### config.mk
export PLATFORM = sky130hd
export DESIGN_NAME = pc_gen
export DESIGN_NICKNAME = d
export VERILOG_FILES = /design/src/rtl/pc_pkg.sv /design/src/rtl/pc_ras.sv /design/src/rtl/pc_gen.sv
export SDC_FILE = /design/constraint.sdc
export NUM_CORES = 1
export LEC_CHECK = 0
export BUFFER_PORTS_ARGS = -buffer_cell sky130_fd_sc_hd__buf_4
export CAP_MARGIN = 25
export CORE_MARGIN = 8
export CORE_UTILIZATION = 57
export CTS_BUF_LIST = sky130_fd_sc_hd__clkbuf_8
export DETAILED_ROUTE_END_ITERATION = 10
export GPL_TIMING_DRIVEN = 1
export PLACE_DENSITY = 0.78
export SLEW_MARGIN = 20
export SYNTH_ARGS = -nofsm -noshare
export SYNTH_HDL_FRONTEND = slang
export SYNTH_SLANG_ARGS = --single-unit
export TNS_END_PERCENT = 100
### constraint.sdc
create_clock -name clk -period 3.8 [get_ports clk]
set_clock_uncertainty 0.2 [all_clocks]
set_input_delay 0.19 -clock clk [delete_from_list [all_inputs] [get_ports clk]]
set_output_delay 0.19 -clock clk [all_outputs]
set_load 0.01 [all_outputs]
### src/rtl/pc_pkg.sv
// Shared constants and encodings for the fetch PC generator and its return-address stack.
package pc_pkg;

  localparam int unsigned INSN_SIZE     = 4;
  localparam logic [31:0] DEF_RESET_VEC = 32'h0000_0000;
  localparam logic [31:0] DEF_EXC_VEC   = 32'h0000_0080;
  localparam int unsigned DEF_RAS_DEPTH = 8;

  typedef enum logic {
    ST_INIT,
    ST_RUN
  } pc_state_e;

  typedef enum logic [2:0] {
    SRC_HOLD,
    SRC_EXC,
    SRC_REDIR,
    SRC_RAS,
    SRC_SEQ
  } pc_src_e;

endpackage

### src/rtl/pc_ras.sv
// Circular return-address stack: a push when full overwrites the oldest entry.
module pc_ras import pc_pkg::*; #(
  parameter int unsigned PC_W      = 32,
  parameter int unsigned RAS_DEPTH = DEF_RAS_DEPTH
) (
  input  logic            clk,
  input  logic            rst,
  input  logic            clear,
  input  logic            push,
  input  logic            pop,
  input  logic [PC_W-1:0] push_data,
  output logic [PC_W-1:0] top_data,
  output logic            empty,
  output logic            full
);

  localparam int unsigned PTR_W = $clog2(RAS_DEPTH);
  localparam int unsigned CNT_W = PTR_W + 1;

  logic [PC_W-1:0]  mem [RAS_DEPTH];
  logic [PTR_W-1:0] top_ptr;
  logic [PTR_W-1:0] nxt_ptr;
  logic [CNT_W-1:0] count;
  logic             replace_top;

  assign nxt_ptr     = top_ptr + PTR_W'(1);
  assign replace_top = push && pop && !empty;
  assign top_data    = mem[top_ptr];
  assign empty       = (count == '0);
  assign full        = (count == CNT_W'(RAS_DEPTH));

  always_ff @(posedge clk or posedge rst) begin
    if (rst) begin
      top_ptr <= '0;
      count   <= '0;
    end else if (clear) begin
      count <= '0;
    end else if (replace_top) begin
      count <= count;
    end else if (push) begin
      top_ptr <= nxt_ptr;
      if (!full) count <= count + CNT_W'(1);
    end else if (pop && !empty) begin
      top_ptr <= top_ptr - PTR_W'(1);
      count   <= count - CNT_W'(1);
    end
  end

  // Entry storage is deliberately unreset; only pointer and count matter.
  always_ff @(posedge clk) begin
    if (!clear) begin
      if (replace_top)
        mem[top_ptr] <= push_data;
      else if (push)
        mem[nxt_ptr] <= push_data;
    end
  end

endmodule

### src/rtl/pc_gen.sv
// Fetch PC generator: prioritised next-PC mux with exception, redirect, stall and RAS prediction.
//   state   | meaning
//   ST_INIT | first edge after reset; pc stays at RESET_VEC, pc_valid low
//   ST_RUN  | pc_valid high, next-PC mux active
module pc_gen import pc_pkg::*; #(
  parameter int unsigned      PC_W      = 32,
  parameter logic [PC_W-1:0]  RESET_VEC = PC_W'(DEF_RESET_VEC),
  parameter logic [PC_W-1:0]  EXC_VEC   = PC_W'(DEF_EXC_VEC),
  parameter int unsigned      RAS_DEPTH = DEF_RAS_DEPTH
) (
  input  logic            clk,
  input  logic            rst,
  input  logic            stall,
  input  logic            exc_valid,
  input  logic            redirect_valid,
  input  logic [PC_W-1:0] redirect_pc,
  input  logic            call_push,
  input  logic            ret_pop,
  output logic [PC_W-1:0] pc,
  output logic            pc_valid,
  output logic            misalign_err,
  output logic            ras_underflow,
  output logic            ras_empty,
  output logic            ras_full
);

  pc_state_e       state, state_nxt;
  pc_src_e         src;
  logic [PC_W-1:0] pc_plus4, ras_top, next_pc;
  logic            ras_clear, ras_push, ras_pop, mis_d, unf_d;

  assign pc_plus4 = pc + PC_W'(INSN_SIZE);

  always_ff @(posedge clk or posedge rst) begin
    if (rst) state <= ST_INIT;
    else     state <= state_nxt;
  end

  always_comb begin
    state_nxt = state;
    if (state == ST_INIT) state_nxt = ST_RUN;
  end

  always_comb begin
    pc_valid = (state == ST_RUN);
  end

  // Exception and redirect both flush through a stall; only the exception kills the RAS.
  always_comb begin
    src       = SRC_HOLD;
    ras_clear = 1'b0;
    ras_push  = 1'b0;
    ras_pop   = 1'b0;
    mis_d     = 1'b0;
    unf_d     = 1'b0;
    if (state == ST_RUN) begin
      if (exc_valid) begin
        src       = SRC_EXC;
        ras_clear = 1'b1;
      end else if (redirect_valid) begin
        src      = SRC_REDIR;
        mis_d    = |redirect_pc[1:0];
        ras_push = call_push;
        ras_pop  = ret_pop;
        unf_d    = ret_pop && ras_empty;
      end else if (!stall) begin
        if (ret_pop && !ras_empty) src = SRC_RAS;
        else                       src = SRC_SEQ;
        ras_push = call_push;
        ras_pop  = ret_pop;
        unf_d    = ret_pop && ras_empty;
      end
    end
  end

  always_comb begin
    next_pc = pc;
    case (src)
      SRC_EXC:   next_pc = EXC_VEC;
      SRC_REDIR: next_pc = {redirect_pc[PC_W-1:2], 2'b00};
      SRC_RAS:   next_pc = ras_top;
      SRC_SEQ:   next_pc = pc_plus4;
      default:   next_pc = pc;
    endcase
  end

  always_ff @(posedge clk or posedge rst) begin
    if (rst) begin
      pc            <= RESET_VEC;
      misalign_err  <= 1'b0;
      ras_underflow <= 1'b0;
    end else begin
      pc            <= next_pc;
      misalign_err  <= mis_d;
      ras_underflow <= unf_d;
    end
  end

  pc_ras #(
    .PC_W      (PC_W),
    .RAS_DEPTH (RAS_DEPTH)
  ) u_ras (
    .clk       (clk),
    .rst       (rst),
    .clear     (ras_clear),
    .push      (ras_push),
    .pop       (ras_pop),
    .push_data (pc_plus4),
    .top_data  (ras_top),
    .empty     (ras_empty),
    .full      (ras_full)
  );

endmodule

; ---- Word level (Yosys, flattened, before mapping)
; Memories as Yosys holds them, arrays and structs flattened.
; Index checks and enable logic that the tools add are counted.
; W data, S select, Z words.
[word_totals]
ramBits = 256
wordCells = 75
n_memories = 1
in_bits = 39
out_inout_bits = 37
regBits = 42
[mem_list]
columns = name, words, word_bits, rd, rd_clocked_by_memory_dff, write_ports, line_no
row1 = u_ras.mem, 8, 32, 1, 0, 1, pc_ras.sv:20  ; logic [PC_W-1:0] mem [RAS_DEPTH];
[op_classes]
n_reduce_logical = 14
n_eq_ne = 7
n_mux = 40
n_bitwise = 2
n_addsub = 5
[op_table]
columns = cell, count
row1 = $pmux W32 S4, 1
row2 = $add A32 B3 Y32 const B, 1
row3 = $mux W32, 1
row4 = $reduce_or A32 Y1, 1
row5 = $mux W1, 25
row6 = $mux W3, 8
row7 = $mux W4, 5
row8 = $eq A3 B2 Y1 const B, 2
row9 = $reduce_and A3 Y1, 2
row10 = $logic_and A1 B1 Y1, 5
row11 = $add A4 B1 Y4 const B, 1
row12 = $eq A4 B4 Y1 const B, 1
row13 = $logic_not A4 Y1, 1
row14 = $reduce_bool A4 Y1, 1
row15 = $sub A4 B1 Y4 const B, 1
row16 = $add A3 B1 Y3 const B, 1
row17 = $eq A3 B1 Y1 const B, 1
row18 = $eq A3 B3 Y1 const B, 1
row19 = $ne A3 B2 Y1 const B, 1
row20 = $reduce_bool A3 Y1, 1
row21 = $sub A3 B1 Y3 const B, 1
row22 = $ne A2 B1 Y1 const B, 1
row23 = $not A1 Y1, 2
row24 = $reduce_bool A2 Y1, 1
row25 = other kinds (2), 2

; ---- Depth between registers and ports, before layout
; Gate-level depths: netlist (run 1).
[logic_depth]
word_depth = 11
depth_mapped = 9
mapped_depth_nobuf = 9

; ---- Cells and area by module
; A second synthesis (run 1) with hierarchy kept.
[unflattened]
hier_cells = 722
hier_area_um2 = 12662.1
[modules_own_cells]
columns = mod, n_inst, area_per_inst_um2, cells_per_inst, seq_area_each_um2
row1 = pc_ras, 1, 10359.9, 474, 7862.5
row2 = pc_gen, 1, 2302.2, 248, 875.8

; ---- Worst setup path before layout (run 1)
; No wires, ideal clock.
[synth_timing]
path_kind = register to register
startpoint = register u_ras.top_ptr[0]
endpoint = memory u_ras.mem[0][0] (enable)
synth_period_minus_slack_ns = 3.724
setup_ns = 0.421
required_ns = 3.179
stages_incl_launch_ff = 8
n_path_buf = 3
t_arrival_ns = 3.103
path_slack_ns = 0.076
cell_sequence = dfrtp_1 -> buf_2 -> buf_6 -> buf_2 -> clkinv_1 -> ha_1 -> mux2_2 -> nor2_1
[synth_between]
elab_chain_cells = 2
[synth_rtl]
columns = item, line_no
row1 = start: declaration, pc_ras.sv:21  ; logic [PTR_W-1:0] top_ptr;
row2 = start signal: assignment, pc_ras.sv:41  ; top_ptr <= nxt_ptr;
row3 = start signal: assignment, pc_ras.sv:44  ; top_ptr <= top_ptr - PTR_W'(1);
row4 = $add A3 B1 Y3, pc_ras.sv:26  ; assign nxt_ptr = top_ptr + PTR_W'(1);
row5 = $mux W3 (no line) (*), -
row6 = end: declaration, pc_ras.sv:20
; Mark *: on every way between the ends. The rest lies on a longest branch, timed or not.

; ---- Final worst setup path (run 1)
[layout_timing]
startpoint = register state, in the netlist pc_valid
endpoint = memory u_ras.mem[7][18] (enable)
[layout_between]
elab_chain_cells = 8
elab_cells_between_ends = 15
classes_between = mux (12) / reduce/logical (3)
[layout_rtl]
columns = item, line_no
row1 = start: declaration, pc_gen.sv:27  ; pc_state_e state, state_nxt;
row2 = start signal: assignment, pc_gen.sv:36  ; else state <= state_nxt;
row3 = $mux W1, pc_gen.sv:56  ; if (state == ST_RUN) begin
row4 = $logic_and A1 B1 Y1 (2 in a row), pc_ras.sv:27  ; assign replace_top = push && pop && !empty;
row5 = $mux W1, pc_ras.sv:52  ; if (replace_top)
row6 = $mux W1, pc_ras.sv:51  ; if (!clear) begin
row7 = $mux W1 (implied by the code), pc_ras.sv:55  ; mem[nxt_ptr] <= push_data;
row8 = $reduce_or A32 Y1 (no line), -
row9 = $mux W3 (no line) or $mux W1 (tied branches), -
; Parallel ways exist; a longest one is shown, timed or not.

==> results of run 1 <==
-- flip-flops by register name, summed over array words and instances (netlist names) --
name	count
misalign_err	1
pc	32
pc_valid	1
ras_underflow	1
u_ras.count	4
u_ras.mem	256
u_ras.top_ptr	3
-- worst reg2reg max path, stage by stage (launching register included) --
cell	delay, ns
dfrtp_1	0.52
nand2b_1	0.12
nor2_2	0.26
nand2_1	0.16
clkinv_1	0.18
nand2_1	0.11
mux2i_1	0.71
nor2_4	0.25
buf_12	0.26
-- cell usage in the layout (no fill, tap or decap), drive strengths merged, types with 2 or more instances in the layout --
cell type / n
bufinv: 6
inv: 18
a21o: 22
o211ai: 2
a21oi: 4
or3: 2
nor4: 2
nand2: 25
nand2b: 2
o22ai: 2
edfxtp: 256
dfrtp: 42
buf: 102
a222oi: 6
nand3: 19
and4: 5
and3: 3
xor2: 9
mux4: 64
nor2: 18
a221o: 2
a22oi: 21
dlygate4sd3: 40
nor2b: 2
xnor2: 25
mux2i: 30
ha: 5
nand4: 12
mux2: 4
o21ai: 39
nor3: 11
and2: 7
clkbuf: 57
clkinv: 18
-- repair_timing --
item                      CTS  global route
hold endpoints to repair   65             0
hold buffers               40             0
setup buffers               0             0
-- area by class of cell --
cell class / count / area share
inverter: 11 / 0.00275
clock buffer: 57 / 0.0522
tap: 280 / 0.0233
sequential: 298 / 0.582
timing repair buffer: 142 / 0.0826
clock inverter: 31 / 0.0192
multi-input combinational: 355 / 0.238
-- worst paths after layout --
kind / end / slack, ns / depth (start not counted)
setup reg to reg: u_ras.mem[7][18] / 0.76 / 8
setup / recovery: u_ras.mem[7][18] / 0.76 / 8
max in group asynchronous: u_ras.top_ptr[2] / 2.54 / 4
min in group asynchronous: pc_valid / 0.10 / 3
hold / removal: pc[30] / 0.09 / 5
hold reg to reg: pc[6] / 0.43 / 2
-- routing by layer --
metal / global-route usage / routed length (µm) / vias to the layer above / part of all wire
met3: 0.0451 / 2600 / 80 / 0.087
met2: 0.367 / 14800 / 449 / 0.50
li1: - / - / 3151 / -
met1: 0.297 / 11300 / 3827 / 0.38
met5: 0 / 0 / - / 0
met4: 0.0942 / 998 / 0 / 0.034
-- through the flow --
| step | hold slack (ns) | total power (W) | area, µm² | utilization | worst slack [ns] |
|---|---|---|---|---|---|
| after floorplan | 0.0767 | 0.00586 | 12500 | - | 0.0761 |
| after global placement | 0.132 | 0.00645 | 13500 | 0.625 | 0.807 |
| after detailed placement | 0.138 | 0.00654 | 13600 | 0.625 | 0.792 |
| after CTS | 0.0617 | 0.00961 | 15000 | 0.693 | 0.788 |
| after global routing | 0.100 | 0.00996 | 15000 | 0.693 | 0.605 |
| final | 0.0930 | 0.00957 | 15000 | 0.693 | 0.763 |
-- power groups by stage --
| stage | clock, W | sequential [W] | combinational (W) |
|---|---|---|---|
| after floorplan | 0 | 0.00406 | 0.00180 |
| after global placement | 0 | 0.00415 | 0.00230 |
| after detailed placement | 0 | 0.00417 | 0.00237 |
| after CTS | 0.00308 | 0.00411 | 0.00242 |
| after global routing | 0.00323 | 0.00413 | 0.00260 |
| final | 0.00305 | 0.00411 | 0.00242 |
-- kinds of logic (layout without fill, tap and decap cells) --
kind of cell,count (synthesis),count (layout),share of synthesized area
DFF,298,298,0.700
and+or+nand+nor,110,110,0.0480
AOI/OAI and AO/OA,106,106,0.0586
muxes,98,98,0.143
buffers and inverters,50,241,0.0197
xor gates and xnor gates,34,34,0.0238
adders and majority gates,6,6,0.00661
other,1,1,0.000300
==> flow_metrics.tcl, run 1 <==
set metrics [dict create \
    hp-start "stall" \
    end_kind "flip-flop" \
    yosysWarnings 0 \
    p_leak_nw 5.51 \
    remaining_drc_errors 0 \
    synth_common_cells "edfxtp_1 (256), mux4_2 (64), dfrtp_1 (42)" \
    ant_nets 0 \
    synth.area.top_cells "edfxtp_1 (62%), mux4_2 (12%), dfrtp_1 (8.4%), mux2i_1 (2.4%), xnor2_1 (1.8%)" \
    instances_no_fill 1174 \
    crit_top_cell "nand2_1" \
    crit_arrival_ns 3.13 \
    dr.pass1.iters 5 \
    yosysTopAreaCell "edfxtp_1" \
    antenna_found_initial 0 \
    path_buf_inv 2 \
    die_h_um 164 \
    clockRootBuffer "clkbuf_8" \
    clock_latency_ns 0.56 \
    drt_iter0_markers 905 \
    synthFlopType "edfxtp_1" \
    clock_sinks 298 \
    cp_max_fo 22 \
    drive_gt1_frac 0.298 \
    grt.overflow.total 0 \
    synth_nets 748 \
    required_ns 3.89 \
    power.switching_w 0.00276 \
    wire_per_inst_um 25.3 \
    outcome "completed" \
    dp_hpwl_um 18100 \
    row_count 54 \
    grt_start_max_net_pins 41 \
    multi_input_area_mm2 0.00358 \
    ys_ff_latch 298 \
    syn_area_per_cell_um2 17.8 \
    insertedDiodeCount 0 \
    cts_max_level 2 \
    synth_edf_count 256 \
    grt_pass1_wl_um 45700 \
    p_int_w 0.00681 \
    crit_chain "nand2b_1, nor2_2, nand2_1, clkinv_1, nand2_1, mux2i_1, nor2_4, buf_12" \
    clk_pin_slew_ns 0.07 \
    cts_tree "built" \
    worst_pin_slew_ns 0.901 \
    die_w_um 164 \
    reg2reg_from "pc_valid" \
    hp-class "primary input to flip-flop" \
    coreArea_mm2 0.0217 \
    vias 7507 \
    synthesis.area_mm2 0.0125 \
    wl_um 29700 \
    dp_cells 1046 \
    ctsResizeCount 0 \
    finalNetCount 901 \
    power_density_mw_per_mm2 637 \
    synth_top_cell_area_share 0.615 \
    fill_cells 1297 \
    max_freq_mhz 329 \
    port_buffers 75 \
    clk_path_buf_depth 3 \
    grt_pass1_vias 7820 \
    async_flop_share 0.141 \
    tns_ns 0 \
    place_congestion 0.792 \
    rsz0062_at_grt "false" \
    synthDistinctLibCells 55 \
    crit_path_start "pc_valid" \
    setup_violations 0 \
    combPwrFrac 0.252 \
    cts-buffers-inserted 48 \
    vias_per_cell 6.39 \
    ff_latch_area_mm2 0.00874 \
    seqPwrFrac 0.429 \
    p_sw_frac 0.288 \
    area_delta_synth_final_pct 20.3 \
    slowest_delay_ns 0.71 \
    ir_drop_mv 0.429 \
    fin_crit_ns 3.04 \
    synthCells 703 \
    initial_utilization 0.576 \
    slew_violations 0 \
    yosysMostFrequentCell "edfxtp_1" \
    start_kind "flip-flop" \
    maxCapViolations 0 \
    cp_slowest_cell "mux2i_1" \
    gr-usage-all-layers 0.226 \
    p_clk_frac 0.318 \
    yosysSeqAreaShare 0.700 \
    slew_headroom 0.382 \
    hold_violations 0 \
    fin_crit_sh 0.799 \
    critPathKind "flip-flop to flip-flop" \
    dieArea_mm2 0.0269 \
    io_pins 76 \
    cp_top_family "simple AND/OR/NAND/NOR gates" \
]
Note: power is estimated with default switching activity, not from simulation.
==> run 2: changes to the inputs <==
ABC_AREA = 1   (was unset)
clock period = 2.7 ns   (was 3.8 ns; I/O delays follow)
==> run 2 against run 1 <==
  * Register-to-register slack got worse by 0.66 ns
  * Worst setup slack got worse by 0.66 ns
  * Core utilization fell by 1.5 points
  * Cell area rose by 9.1%
  * Combinational power rose by 77%
  * Sequential cell count did not move
  * Sequential share of layout area fell by 4.8 points
  * Count of clock-buffer cells in the layout fell by 2
  * First-iteration DRC count rose by 33%
  * Critical path depth did not move
  * Highest routed layer unchanged
  * Sequential power rose by 39%
==> flow_metrics.tcl, run 2 <==
set metrics [dict create \
    wl_um 36300 \
    clockRootBuffer "clkbuf_8" \
    crit_path_start "u_ras.count[1]" \
    layout_commonest_cell "nand2_1" \
    drt_iter0_markers 1204 \
    grt.overflow.total 0 \
    hp-class "primary input to asynchronous set/reset pin" \
    grt_start_max_net_pins 77 \
    async_flop_share 0.141 \
    remaining_drc_errors 0 \
    cp_slowest_cell "dlygate4sd3_1" \
    syn_area_per_cell_um2 9.58 \
    grt_pass1_wl_um 56700 \
    largest_register_ffs 256 \
    vias_per_cell 5.56 \
    regMostFlops "u_ras.mem" \
    instances_no_fill 1951 \
    cp_top_family "buffers and inverters" \
    synth_common_cells "nand2_1 (329), edfxtp_1 (256), nor2_1 (245)" \
    die_h_um 172 \
    die_w_um 172 \
    maxCapViolations 0 \
    finalNetCount 1635 \
    yosysMostFrequentCell "nand2_1" \
    crit_chain "nor2_1, nand3_2, nand2_2, nand2_2, inv_2, nand3_1, nand3_1, dlygate4sd3_1" \
    start_kind "flip-flop" \
    drive_gt1_frac 0.140 \
    slew_headroom 0.492 \
    cp_max_fo 28 \
    grt_pass1_vias 10700 \
    fin_crit_sh 0.961 \
    outcome "completed" \
    place_congestion 0.952 \
    yosysTopAreaCell "edfxtp_1" \
    dp_cells 1820 \
    clock_sinks 298 \
    cts_setup_buffers 0 \
    ys_ff_latch 298 \
    postLayoutCoreUtil 0.678 \
    path_buf_inv 2 \
    tns_ns 0 \
    antenna_found_initial 0 \
    critPathKind "flip-flop to flip-flop" \
    slowest_delay_ns 0.55 \
    hold_violations 0 \
    end_kind "flip-flop" \
    power_w 0.0140 \
    clock_latency_ns 0.57 \
    synth_nets 1497 \
    dr.pass1.iters 7 \
    crit_arrival_ns 2.89 \
    clk_pin_slew_ns 0.07 \
    clk_path_buf_depth 3 \
    yosysWarnings 0 \
    cts_max_level 2 \
    synthFlopType "edfxtp_1" \
    synthDistinctLibCells 37 \
    fin_crit_ns 2.59 \
    insertedDiodeCount 0 \
    ir_drop_mv 0.620 \
    synthesis.area_mm2 0.0139 \
    row_count 57 \
    fill_cells 1782 \
    dp_hpwl_um 22300 \
    biggestRegsByFlops "u_ras.mem x256, pc x32, u_ras.count x4" \
    setup_violations 0 \
    dieArea_mm2 0.0297 \
    p_leak_nw 6.68 \
    initial_utilization 0.575 \
    reg2reg_from "u_ras.count[1]" \
    synth.area.top_cells "edfxtp_1 (55%), nand2_1 (8.9%), dfrtp_1 (7.6%), nand3_1 (7.1%), nor2_1 (6.6%)" \
    ant_nets 0 \
    synthCells 1452 \
    stdcell_area_mm2 0.0164 \
    port_buffers 75 \
    worst_pin_slew_ns 0.757 \
    synth_edf_count 256 \
    cts_tree "built" \
    vias 10800 \
    placed_area_mm2 0.0149 \
    gr-usage-all-layers 0.249 \
    io_pins 76 \
    required_ns 2.99 \
    cts-buffers-inserted 46 \
    wire_per_inst_um 18.6 \
    final_cell_mix "nand2_1 (329), edfxtp_1 (256), nor2_1 (237), nand3_1 (196), inv_1 (134)" \
    max_freq_mhz 385 \
    power_density_mw_per_mm2 853 \
    synth_top_cell_area_share 0.553 \
    coreArea_mm2 0.0242 \
    area_delta_synth_final_pct 17.8 \
    yosysSeqAreaShare 0.628 \
    slew_violations 0 \
]
==> run 2: cell types whose count changed in the layout (fill, tap and decap cells not counted), sizes merged, moves of 20 or more <==
cell   delta
nand3   +180
xnor2    -20
nand2   +309
a22oi    -21
mux2i    -30
o21ai    +20
nor2    +242
mux4     -64
a21o     -22
or2      +30
inv     +130
==> run 2: cell type report <==
cell class	instances	area, µm²	area share
flip-flops and latches	298	8740	0.533
multi-input cells	946	4360	0.266
repair buffers	156	1360	0.0832
clock buffers	55	757	0.0462
inverters	142	534	0.0326
well taps	324	405	0.0247
clock inverters	30	230	0.0140
==> run 2: kinds of logic after synthesis <==
logic type,count (synthesis),synth area share
compound gates,75,0.0287
buf+inv,208,0.0631
flops,298,0.628
simple gates,854,0.268
xor+xnor,10,0.00630
fa+ha+maj,6,0.00594
other cells,1,0.000270
==> run 2: worst paths after layout <==
check | end | slack, ns | cells after the start
worst max-delay path | pc[24] | 0.11 | 8
worst min-delay path | misalign_err | 0.006 | 3
worst max register to register | pc[24] | 0.11 | 8
worst min register to register | u_ras.count[3] | 0.32 | 2
max in group asynchronous | pc[28] | 1.57 | 4
min in group clk | pc[8] | 0.17 | 4
==> run 2: power breakdown <==
| part | total [W] | internal (W) | switching (W) |
|---|---|---|---|
| registers | 0.00573 | 0.00544 | 0.000285 |
| clock network | 0.00398 | 0.00224 | 0.00174 |
| logic | 0.00428 | 0.00139 | 0.00288 |
==> run 2: stage by stage <==
stage	worst slack [ns]	hold slack [ns]
2_1_floorplan	-0.285	0.0624
4_1_cts	0.0906	0.00541
5_1_grt	-0.0124	0.0477
3_5_place_dp	0.219	0.0418
6_report	0.106	0.00594
3_3_place_gp	0.274	0.0371
==> run 2: tightest hold or removal path: cells and delay by family <==
family | cells | cell delay [ns]
buffers and inverters | 3 | 1.10
==> run 2: per-layer routing <==
layer,GRT usage,up-vias,part of all wire
met5,0,-,0
met4,0.109,0,0.032
met3,0.0411,78,0.083
met2,0.412,526,0.48
met1,0.321,5167,0.40
li1,-,5071,-
==> run 2: what timing repair did <==
item,CTS,global route
hold endpoints to repair,83,0
gates resized for setup,0,4
endpoints found under the setup margin,0,3
hold buffers,46,0
==> run 3: changes to the inputs <==
--- a/config.mk
+++ b/config.mk
@@ -16,3 +16,2 @@
 export PLACE_DENSITY = 0.78
-export SLEW_MARGIN = 20
 export SYNTH_ARGS = -nofsm -noshare
--- a/constraint.sdc
+++ b/constraint.sdc
@@ -4,2 +4,2 @@
 set_output_delay 0.135 -clock clk [all_outputs]
-set_load 0.01 [all_outputs]
+set_load 0.05 [all_outputs]
==> run 3 against run 2 <==
  * Non-clock buffer count unchanged
  * Maximum frequency down 1.4%
  * Sequential cell count unchanged
  * Highest routed layer unchanged
  * Largest cell class unchanged
  * Register-to-register slack worse by 0.04 ns
  * Die area unchanged
  * Worst setup slack worse by 0.037 ns
  * Cell count up 0.10%
==> flow_metrics.tcl, run 3 (same netlist as run 2, synthesis figures left out) <==
set metrics [dict create \
    die_w_um 172 \
    biggestRegsByFlops "u_ras.mem x256, pc x32, u_ras.count x4" \
    final_cell_mix "nand2_1 (329), edfxtp_1 (256), nor2_1 (237), nand3_1 (196), inv_1 (137)" \
    stdcell_area_mm2 0.0165 \
    dieArea_mm2 0.0297 \
    end_kind "flip-flop" \
    cp_max_fo 17 \
    start_kind "flip-flop" \
    initial_utilization 0.575 \
    finalNetCount 1636 \
    clock_latency_ns 0.56 \
    outcome "completed" \
    max_freq_mhz 380 \
    row_count 57 \
    required_ns 3.00 \
    remaining_drc_errors 0 \
    io_pins 76 \
    multi_input_area_mm2 0.00436 \
    cts_tree "built" \
    dp_hpwl_um 21700 \
    cts-buffers-inserted 47 \
    fin_crit_ns 2.63 \
    area_delta_synth_final_pct 18.8 \
    hp-class "primary input to flip-flop" \
    ir_drop_mv 0.675 \
    vias_per_cell 5.57 \
    p_leak_nw 6.74 \
    clockRootBuffer "clkbuf_8" \
    largest_register_ffs 256 \
    layout_commonest_cell "nand2_1" \
    fin_crit_sh 0.975 \
    fill_cells 1731 \
    clk_path_buf_depth 3 \
    slew_violations 0 \
    clk_pin_slew_ns 0.07 \
    coreArea_mm2 0.0242 \
    die_h_um 172 \
    slew_headroom 0.509 \
    dr.pass1.iters 6 \
    grt_pass1_wl_um 56100 \
    grt_pass1_vias 10800 \
    wire_per_inst_um 18.3 \
    worst_pin_slew_ns 0.736 \
    post-place-ws_ns 0.268 \
    holdWs_ns 0.151 \
    ff_latch_area_mm2 0.00874 \
    vias 10900 \
    gr-usage-all-layers 0.245 \
    power_density_mw_per_mm2 881 \
    setup_violations 0 \
    placed_area_mm2 0.0149 \
    port_buffers 75 \
    antenna_found_initial 0 \
    cts_max_level 2 \
    grt.overflow.total 0 \
    regMostFlops "u_ras.mem" \
    drt_iter0_markers 1090 \
    crit_arrival_ns 2.93 \
    place_congestion 0.907 \
    ant_nets 0 \
    wl_um 35800 \
    hold_violations 0 \
    drive_gt1_frac 0.139 \
    grt_start_max_net_pins 72 \
    setup_ws_ns 0.0682 \
    clock_sinks 298 \
    critPathKind "flip-flop to flip-flop" \
    insertedDiodeCount 0 \
    maxCapViolations 0 \
]
==> run 3: changes by cell type in the layout (fill, tap and decap cells not counted) <==
cell / change
clkinvlp_4: -1
clkbuf_8: +4
inv_1: +3
buf_4: -9
buf_12: +4
bufinv_16: +1
dlygate4sd3_1: +5
clkinv_1: -5
==> run 3: repair_timing <==
| item | CTS | global route |
|---|---|---|
| hold endpoints to repair | 83 | 0 |
| resized for setup | 0 | 4 |
| hold buffers | 51 | 0 |
| endpoints found under the setup margin | 0 | 4 |
| buffers inserted | 0 | 0 |
==> run 3: worst paths after layout <==
| kind | start | to | slack, ns | cells after the start |
|---|---|---|---|---|
| worst min register to register | u_ras.count[2] | u_ras.count[2] | 0.33 | 2 |
| max in group asynchronous | rst | pc[30] | 1.09 | 5 |
| worst min-delay path | redirect_pc[10] | pc[10] | 0.15 | 4 |
| min in group asynchronous | rst | misalign_err | 0.56 | 4 |
| worst max register to register | pc_valid | pc[24] | 0.07 | 10 |
| worst max-delay path | pc_valid | pc[24] | 0.07 | 10 |
==> run 3: critical path: stages, from the launching register on <==
cell and delay [ns]:
dfrtp_1 0.42, inv_2 0.07, nor2_4 0.11, nand2_1 0.22, inv_2 0.34, buf_4 0.34
nand2_1 0.09, nand2_1 0.09, inv_1 0.05, nand3_1 0.07, dlygate4sd3_1 0.56
==> run 3: power by group <==
part	leakage, nW	internal [W]	total [W]	switching [W]
logic	3.26	0.00142	0.00465	0.00323
registers	2.89	0.00544	0.00572	0.000271
clock network	0.589	0.00245	0.00419	0.00174
total	6.74	0.00932	0.0146	0.00525
==> run 3: per-layer routing <==
metal | wire, µm | track usage
met5 | 0 | 0
met3 | 3290 | 0.0473
met2 | 17200 | 0.406
met1 | 13900 | 0.305
met4 | 1310 | 0.122
==> run 3: metrics by stage <==
stage	std cells	util	total power, W	TNS (ns)
2_1_floorplan	1452	-	0.00904	-45.22
6_report	1953	0.683	0.0146	0
3_3_place_gp	1815	0.618	0.0101	0
3_5_place_dp	1815	0.618	0.0103	0
5_1_grt	1953	0.683	0.0153	-0.000689
4_1_cts	1953	0.683	0.0145	0
==> run 3: layout make-up <==
type                            instances  area share
Inverter                              142      0.0323
Tap cell                              324      0.0245
Clock inverter                         28      0.0148
Multi-Input combinational cell        946       0.264
Sequential cell                       298       0.529
Clock buffer                           59      0.0491
Timing Repair Buffer                  156      0.0863
